[src/rtl/slave_spi_pkg.sv]
// Shared definitions for the parametrised SPI slave.
// - MODE0..MODE3: SPI mode encodings as {CPOL, CPHA}.
// - state_e: frame state machine states.
// - cnt_width(): width of the per-word bit counter for a given word width.
package slave_spi_pkg;

  localparam logic [1:0] MODE0 = 2'b00;
  localparam logic [1:0] MODE1 = 2'b01;
  localparam logic [1:0] MODE2 = 2'b10;
  localparam logic [1:0] MODE3 = 2'b11;

  typedef enum logic {
    IDLE,
    ACTIVE
  } state_e;

  // Counter must hold 0..width-1; never narrower than one bit.
  function automatic int unsigned cnt_width(int unsigned width);
    return (width < 2) ? 1 : $clog2(width);
  endfunction

endpackage

[src/rtl/spi_pin_sync.sv]
// Multi-stage synchroniser for one asynchronous SPI pin, with registered
// edge pulses.
// Ports:
//   Clock   - system clock
//   Reset   - synchronous active-high reset; loads RESET_VAL into the chain
//   din_i   - asynchronous pin input
//   level_o - synchronised level (last synchroniser stage)
//   rise_o  - one-cycle pulse, registered, after a 0->1 of level_o
//   fall_o  - one-cycle pulse, registered, after a 1->0 of level_o
module spi_pin_sync #(
  parameter int unsigned SYNC_STAGES = 2,
  parameter bit          RESET_VAL   = 1'b0
) (
  input  logic Clock,
  input  logic Reset,
  input  logic din_i,
  output logic level_o,
  output logic rise_o,
  output logic fall_o
);

  logic [SYNC_STAGES-1:0] sync_q;
  logic                   dly_q;
  logic                   rise_q;
  logic                   fall_q;

  always_ff @(posedge Clock) begin
    if (Reset) begin
      sync_q <= {SYNC_STAGES{RESET_VAL}};
      dly_q  <= RESET_VAL;
      rise_q <= 1'b0;
      fall_q <= 1'b0;
    end else begin
      sync_q <= {sync_q[SYNC_STAGES-2:0], din_i};
      dly_q  <= sync_q[SYNC_STAGES-1];
      rise_q <= sync_q[SYNC_STAGES-1] & ~dly_q;
      fall_q <= ~sync_q[SYNC_STAGES-1] & dly_q;
    end
  end

  assign level_o = sync_q[SYNC_STAGES-1];
  assign rise_o  = rise_q;
  assign fall_o  = fall_q;

endmodule

[src/rtl/slave_spi_mode.sv]
// Parametrised SPI slave: any CPOL/CPHA mode, WIDTH-bit words, MSB- or
// LSB-first, full duplex. Pins are oversampled in the Clock domain.
// Ports:
//   Clock, Reset          - system clock, synchronous active-high reset
//   CS_i, SCK_i, MOSI_i   - asynchronous SPI pins (CS active low)
//   MISO_o, MISO_OE_o     - slave data out and its enable (enable = frame active)
//   TxData_i/TxValid_i/TxReady_o - holding-register write handshake
//   RxData_o, RxValid_o   - last complete word and its one-cycle update pulse
//   Busy_o                - frame active
//   TxUnderrun_o          - pulse when a word starts with the holding register empty
module slave_spi_mode
  import slave_spi_pkg::*;
#(
  parameter int unsigned WIDTH       = 8,
  parameter bit          CPOL        = 1'b0,
  parameter bit          CPHA        = 1'b0,
  parameter bit          MSB_FIRST   = 1'b1,
  parameter int unsigned SYNC_STAGES = 2
) (
  input  logic             Clock,
  input  logic             Reset,
  input  logic             CS_i,
  input  logic             SCK_i,
  input  logic             MOSI_i,
  output logic             MISO_o,
  output logic             MISO_OE_o,
  input  logic [WIDTH-1:0] TxData_i,
  input  logic             TxValid_i,
  output logic             TxReady_o,
  output logic [WIDTH-1:0] RxData_o,
  output logic             RxValid_o,
  output logic             Busy_o,
  output logic             TxUnderrun_o
);

  localparam int unsigned      CNT_W    = cnt_width(WIDTH);
  localparam logic [CNT_W-1:0] LAST_BIT = CNT_W'(WIDTH - 1);
  localparam logic [1:0]       MODE     = {CPOL, CPHA};
  // Modes 0 and 3 sample MOSI on the rising SCK edge; 1 and 2 on the falling one.
  localparam bit SAMPLE_ON_RISE = (MODE == MODE0) || (MODE == MODE3);

  // Bit that goes out first from a word.
  function automatic logic head(logic [WIDTH-1:0] v);
    return MSB_FIRST ? v[WIDTH-1] : v[0];
  endfunction

  // Drop the bit just sent.
  function automatic logic [WIDTH-1:0] advance(logic [WIDTH-1:0] v);
    return MSB_FIRST ? (v << 1) : (v >> 1);
  endfunction

  // Shift a received bit into the RX register.
  function automatic logic [WIDTH-1:0] insert(logic [WIDTH-1:0] v, logic b);
    return MSB_FIRST ? {v[WIDTH-2:0], b} : {b, v[WIDTH-1:1]};
  endfunction

  logic cs_level_unused, cs_rise, cs_fall;
  logic sck_level_unused, sck_rise, sck_fall;
  logic mosi_s, mosi_rise_unused, mosi_fall_unused;

  // CS chain resets to the active level so a CS already low when reset is
  // released does not look like a fresh falling edge mid-frame.
  spi_pin_sync #(
    .SYNC_STAGES(SYNC_STAGES),
    .RESET_VAL  (1'b0)
  ) u_cs_sync (
    .Clock  (Clock),
    .Reset  (Reset),
    .din_i  (CS_i),
    .level_o(cs_level_unused),
    .rise_o (cs_rise),
    .fall_o (cs_fall)
  );

  spi_pin_sync #(
    .SYNC_STAGES(SYNC_STAGES),
    .RESET_VAL  (CPOL)
  ) u_sck_sync (
    .Clock  (Clock),
    .Reset  (Reset),
    .din_i  (SCK_i),
    .level_o(sck_level_unused),
    .rise_o (sck_rise),
    .fall_o (sck_fall)
  );

  spi_pin_sync #(
    .SYNC_STAGES(SYNC_STAGES),
    .RESET_VAL  (1'b0)
  ) u_mosi_sync (
    .Clock  (Clock),
    .Reset  (Reset),
    .din_i  (MOSI_i),
    .level_o(mosi_s),
    .rise_o (mosi_rise_unused),
    .fall_o (mosi_fall_unused)
  );

  state_e           state_q;
  logic [CNT_W-1:0] bit_cnt_q;
  logic [WIDTH-1:0] rx_shift_q;
  logic [WIDTH-1:0] rx_data_q;
  logic             rx_valid_q;
  logic [WIDTH-1:0] tx_shift_q;
  logic             miso_q;
  logic             reload_q;   // word finished; load a new TX word at next shift point
  logic             underrun_q;
  logic [WIDTH-1:0] hold_q;
  logic             hold_full_q;

  logic             sample_ev;
  logic             shift_ev;
  logic [WIDTH-1:0] rx_next;
  logic [WIDTH-1:0] load_word;
  logic             cs_load;
  logic             reload;
  logic             move;

  assign sample_ev = SAMPLE_ON_RISE ? sck_rise : sck_fall;
  assign shift_ev  = SAMPLE_ON_RISE ? sck_fall : sck_rise;
  assign rx_next   = insert(rx_shift_q, mosi_s);
  assign load_word = hold_full_q ? hold_q : '0;

  assign cs_load = (state_q == IDLE) && cs_fall;
  assign reload  = (state_q == ACTIVE) && !cs_rise && shift_ev && reload_q;
  assign move    = cs_load || reload;

  always_ff @(posedge Clock) begin
    if (Reset) begin
      state_q     <= IDLE;
      bit_cnt_q   <= '0;
      rx_shift_q  <= '0;
      rx_data_q   <= '0;
      rx_valid_q  <= 1'b0;
      tx_shift_q  <= '0;
      miso_q      <= 1'b0;
      reload_q    <= 1'b0;
      underrun_q  <= 1'b0;
      hold_q      <= '0;
      hold_full_q <= 1'b0;
    end else begin
      rx_valid_q <= 1'b0;
      underrun_q <= 1'b0;

      unique case (state_q)
        IDLE: begin
          if (cs_fall) begin
            state_q    <= ACTIVE;
            bit_cnt_q  <= '0;
            reload_q   <= 1'b0;
            underrun_q <= !hold_full_q;
            if (CPHA) begin
              // First bit is presented on the first leading edge.
              tx_shift_q <= load_word;
              miso_q     <= 1'b0;
            end else begin
              tx_shift_q <= advance(load_word);
              miso_q     <= head(load_word);
            end
          end
        end
        ACTIVE: begin
          if (cs_rise) begin
            // Partial word is dropped; RX shift contents are simply overwritten later.
            state_q   <= IDLE;
            bit_cnt_q <= '0;
            reload_q  <= 1'b0;
            miso_q    <= 1'b0;
          end else begin
            if (sample_ev) begin
              rx_shift_q <= rx_next;
              if (bit_cnt_q == LAST_BIT) begin
                bit_cnt_q  <= '0;
                rx_data_q  <= rx_next;
                rx_valid_q <= 1'b1;
                reload_q   <= 1'b1;
              end else begin
                bit_cnt_q <= bit_cnt_q + 1'b1;
              end
            end
            if (shift_ev) begin
              if (reload_q) begin
                tx_shift_q <= advance(load_word);
                miso_q     <= head(load_word);
                underrun_q <= !hold_full_q;
                reload_q   <= 1'b0;
              end else begin
                tx_shift_q <= advance(tx_shift_q);
                miso_q     <= head(tx_shift_q);
              end
            end
          end
        end
        default: state_q <= IDLE;
      endcase

      // A write in the same cycle as a move wins: the move took the old
      // contents, the new word stays held.
      if (move) begin
        hold_full_q <= 1'b0;
      end
      if (TxValid_i && !hold_full_q) begin
        hold_q      <= TxData_i;
        hold_full_q <= 1'b1;
      end
    end
  end

  assign MISO_o       = miso_q;
  assign MISO_OE_o    = (state_q == ACTIVE);
  assign Busy_o       = (state_q == ACTIVE);
  assign TxReady_o    = !hold_full_q;
  assign RxData_o     = rx_data_q;
  assign RxValid_o    = rx_valid_q;
  assign TxUnderrun_o = underrun_q;

endmodule

[config.mk]
export PLATFORM = sky130hd
export DESIGN_NAME = slave_spi_mode
export DESIGN_NICKNAME = d
export VERILOG_FILES = /design/src/rtl/slave_spi_pkg.sv /design/src/rtl/spi_pin_sync.sv /design/src/rtl/slave_spi_mode.sv
export SDC_FILE = /design/constraint.sdc
export NUM_CORES = 1
export LEC_CHECK = 0
export BUFFER_PORTS_ARGS = -buffer_cell sky130_fd_sc_hd__buf_2
export CORE_ASPECT_RATIO = 1.25
export CORE_UTILIZATION = 35
export CTS_CLUSTER_DIAMETER = 80
export DETAILED_ROUTE_END_ITERATION = 7
export PLACE_DENSITY = 0.61
export SYNTH_ARGS = -nofsm -noshare
export SYNTH_HDL_FRONTEND = slang
export SYNTH_SLANG_ARGS = --single-unit
[constraint.sdc]
create_clock -name Clock -period 1.5 [get_ports Clock]
set_clock_uncertainty 0.1 [all_clocks]
set_input_delay 0.3 -clock Clock [delete_from_list [all_inputs] [get_ports Clock]]
set_output_delay 0.3 -clock Clock [all_outputs]
set_load 0.01 [all_outputs]
# Word level (Yosys, flattened, before mapping)
# Cells that the tools add are included.
# W data, S select, Z words.
classes:
  bitwise_logic: 11
  eq_ne: 6
  add_sub_neg: 1
  mux: 34
  reduce_logical: 15
op_table:
  columns: ["cell", "n"]
  rows:
  - ["$mux W8", 5]
  - ["$mux W1", 19]
  - ["$pmux W8 S2", 1]
  - ["$mux W3", 4]
  - ["$pmux W1 S2", 4]
  - ["$not A1 Y1", 7]
  - ["$ne A3 B1 Y1 const B", 2]
  - ["$pmux W3 S2", 1]
  - ["$reduce_and A3 Y1", 2]
  - ["$logic_and A1 B1 Y1", 5]
  - ["$and A1 B1 Y1", 4]
  - ["$ne A2 B1 Y1 const B", 2]
  - ["$reduce_and A2 Y1", 2]
  - ["$reduce_and A4 Y1", 1]
  - ["$reduce_or A4 Y1", 1]
  - ["$add A3 B1 Y3 const B", 1]
  - ["$eq A3 B3 Y1 const B", 1]
  - ["$logic_not A1 Y1", 2]
  - ["$ne A2 B2 Y1 const B", 1]
  - ["$reduce_bool A2 Y1", 1]
  - ["$logic_or A1 B1 Y1", 1]
totals:
  in_bits: 14
  ff_bits: 52
  elab_cells: 87
  out_inout_bits: 14

# Depth between registers and ports, before layout
depth:
  depth_word: 7
  ltp_mapped: 6
  ltp_nobuf: 5

# Hierarchy
# From an unflattened synthesis, not the netlist that was laid out.
hier_totals:
  cells_unflattened: 212
  area_unflattened_um2: 2028.2
by_module_without_submodules:
  columns: ["module", "instances", "area_each_um2", "cells_per_inst", "seq_area_each_um2"]
  rows:
  - ["slave_spi_mode", 1, 1626.6, 182, 780.7]
  - ["spi_pin_sync", 3, 133.9, 10, 100.1]

# Worst setup path after synthesis
# Ideal clock, no wire load.
synth_path:
  path_type: "reg2reg"
  startpoint: "register bit_cnt_q[0]"
  endpoint: "register bit_cnt_q[1]"
  path_stages_with_launch: 6
  setup_ps: 71
  required_time_ps: 1329
  n_path_buf: 0
  slack_ps: 58
  period_less_slack_ps: 1442
  arrival_ps: 1272
  path_cell_list: "dfxtp_1 ha_1 ha_1 nand4bb_1 or3_1 a21oi_1"
synth_via:
  elab_chain_len: 5
  elab_cells_between_ends: 6
  classes_between: "1 x add/sub; 1 x eq/ne; 4 x mux"
synth_lines:
  columns: ["element", "line", "source"]
  rows:
  - ["from (decl)", "slave_spi_mode.sv:100", "logic [CNT_W-1:0] bit_cnt_q;"]
  - ["from (signal assigned)", "slave_spi_mode.sv:178", "bit_cnt_q <= bit_cnt_q + 1'b1;"]
  - ["$add A3 B1 Y3 / $eq A3 B3 Y1 (equally long branches)", "slave_spi_mode.sv:178, slave_spi_mode.sv:172", null]
  - ["$mux W3 *", "slave_spi_mode.sv:172", "if (bit_cnt_q == LAST_BIT) begin"]
  - ["$mux W3 *", "slave_spi_mode.sv:170", "if (sample_ev) begin"]
  - ["$mux W3 *", "slave_spi_mode.sv:163", "if (cs_rise) begin"]
  - ["$pmux W3 S2 *", "slave_spi_mode.sv:145", "unique case (state_q)"]
# Mark *: on every way between the ends. The rest lies on a longest branch, timed or not. The select of a mux whose other input is x is not followed.
# A chain may end at the register's enable or synchronous reset.

# Worst setup path after layout
# Same ends and word-level chain as after synthesis.

==> metrics <==
status=finished, final reports clean; VDD IR-drop max=around 0.0006 V; P_leak=0.986 nW; Clock transition at path regs=0.09 ns; synth cell count leaders=dfxtp_1, nand2_1, a21oi_1; synth warn=0; Placed Area=2200 um^2; syn_nets=229; crit end category=register; final hold viol count=0; fraction of registers with async set/reset=0%; GRT met1 Usage=17.0%; critical path launch point type=register; Hold Path Class=primary input to register; Mapped Area=just under 2000 um^2; fill cell count=565; CP bufs+invs=0; largest net degree at the start of global routing=19; leading post-synthesis cells by cell area=dfxtp_1, nand2_1, a21oi_1, nor2b_1, mux2i_1; initial antenna violation count=0; Power Density=roughly 1100 nW/um^2; total power=2.64 mW; Critical Path RT=1.64 ns; syn_area_per_cell=9.23 um^2; first-pass GRT wire length=6350 um; Synth cell types=34; # diodes=0; max-slew violations=0; drt wl/cell=between 10 and 15 um; clk sink count=51; die width=69.0 um; grt met2 use=20.6%; Clock Latency Late Sink=roughly 0.3 ns; vias in the first global route=1425; CTS buffer count=5; GRT Residual Overflow=0; nets=~260; Least-Margin Pin Slew=0.543 ns; final core utilization=between 40% and 50%; Post-synth EDFFs=0; Die ar.=5920 um^2; number of vias per cell=4.89; period utilization=97.2%; total wire length=3660 um; all-layer global routing usage=12.9%; number of port buffers=27; number of remaining DRC errors=0; Max stage delay on crit path=approximately 0.33 ns; Initial Utilization=36.4%; Mapped Cells=213; Core Region=5410 um^2; crit-path leading delay family=simple AND/OR/NAND/NOR gates; RSZ-0062 raised after global routing=yes; total number of vias=1516; Clock Path Buffers=2; PnR worst setup slack=0.0418 ns; area grow syn2layout=21.3%; crit-path cells=ha_2 -> ha_4 -> nand4bb_1 -> or3_1 -> a21oi_2; post-synthesis register bit count=51; GR peak layer=met2; Critical Path Slowest Stage Cell=dfxtp_2; post-layout min period=1.46 ns; Max Clk Rate=686 MHz; final instance area=approximately 2400 um^2; die height=85.8 um; met3 GRT Util=approximately 3.2%; htree depth=2; drt pass-1 iters=4; Synth Flop Type=dfxtp_1; CTS tree=built; sequential fraction of the synthesis area=51.9%; pre-CTS setup slack=-0.0259 ns; DP HPWL=2490 um; Synth area leader=dfxtp_1; number of hold buffers added after cts=0; arrival time at the worst endpoint=~1.6 ns; Hold Slack=0.109 ns; # rows=30; critical path fanouts, max=4; most frequent cell after synthesis=dfxtp_1; Root Buffer=clkbuf_8; placer congestion estimate=between 0.7 and 0.8; crit path kind=register to register; MaxCap Viol Count=0; DR iter-0 viols=59; Setup violations, final=0; I/O pin cnt=28; Routed Antenna Nets=0; share of cells above drive strength 1=24.4%; Synth top area share=51.9%; Slew headroom=a little under two thirds
-- per-layer routing --
layer / part of all wire, % / routed length, um / vias to the layer above
met5: 0 / 0 / -
met4: 0.66 / 24 / 0
met3: 3.9 / 143 / 2
met2: 47 / 1710 / 25
met1: 49 / 1790 / 695
li1: - / - / 794
-- cells by family (layout without fill, tap and decap cells) --
family          after synthesis  after routing  synth area share, %
buf+inv                      18             51                 4.52
fa+ha+maj                     2              2                 1.27
flops                        51             51                 51.9
mux                           7              7                 3.56
simple gates                 97             97                 26.5
compound gates               38             38                 12.2
-- flip-flops by register name, summed over array words and instances, names as in the netlist, 2 cells and up --
signal              cells
u_cs_sync.sync_q        2
tx_shift_q              7
u_sck_sync.sync_q       2
hold_q                  8
RxData_o                8
u_mosi_sync.sync_q      2
bit_cnt_q               3
rx_shift_q              7
-- final cells by class --
class | instances | area [um^2] | share of cell area [%]
flip-flops and latches | 51 | 1030 | 43.1
multi-input cells | 144 | 883 | 37.1
clock inverters | 3 | 67.6 | 2.83
inverters | 1 | 3.75 | 0.157
well taps | 64 | 80.1 | 3.36
repair buffers | 42 | 251 | 10.6
clock buffers | 5 | 68.8 | 2.89
-- repair_timing --
item,in CTS,in global routing
setup buffers,0,1
gates resized for setup,4,7
pin swaps,0,1
gates cloned,0,0
endpoints found under the setup margin,18,15
-- stage by stage --
step	cells	TNS [ns]
finish	310	0
global route	310	-0.0290
CTS	309	0
detailed placement	301	-0.0799
global placement	301	0
floorplan	213	0
-- final timing paths --
kind         cells past startpoint                     to            start  slack [ns]
max                              5           bit_cnt_q[1]     bit_cnt_q[0]        0.04
max reg2reg                      5           bit_cnt_q[1]     bit_cnt_q[0]        0.04
min reg2reg                      1       u_cs_sync.rise_o  u_cs_sync.dly_q        0.30
min                              2  u_mosi_sync.sync_q[0]           MOSI_i        0.11
-- power by group --
group          total [mW]  internal, mW  switching (mW)
clock                1.11         0.665           0.447
combinational       0.122        0.0563          0.0662
sequential           1.41          1.38          0.0239
total                2.64          2.11           0.537
-- cells in the final DEF (no fill, tap or decap), types with 2 or more instances in the layout --
cell type  count
nor2b_1       12
clkbuf_8       5
nand3_1        7
bufinv_16      2
dfxtp_2        3
buf_4         14
buf_2         27
nor2_1        11
nand2b_1       6
nor3b_1        4
dfxtp_1       47
nand3b_1       8
o21ai_0        3
nor3_1         7
a21oi_1       22
nand2_1       34
a311oi_1       6
mux2i_1        7
Power figures use the tool's default switching activity.
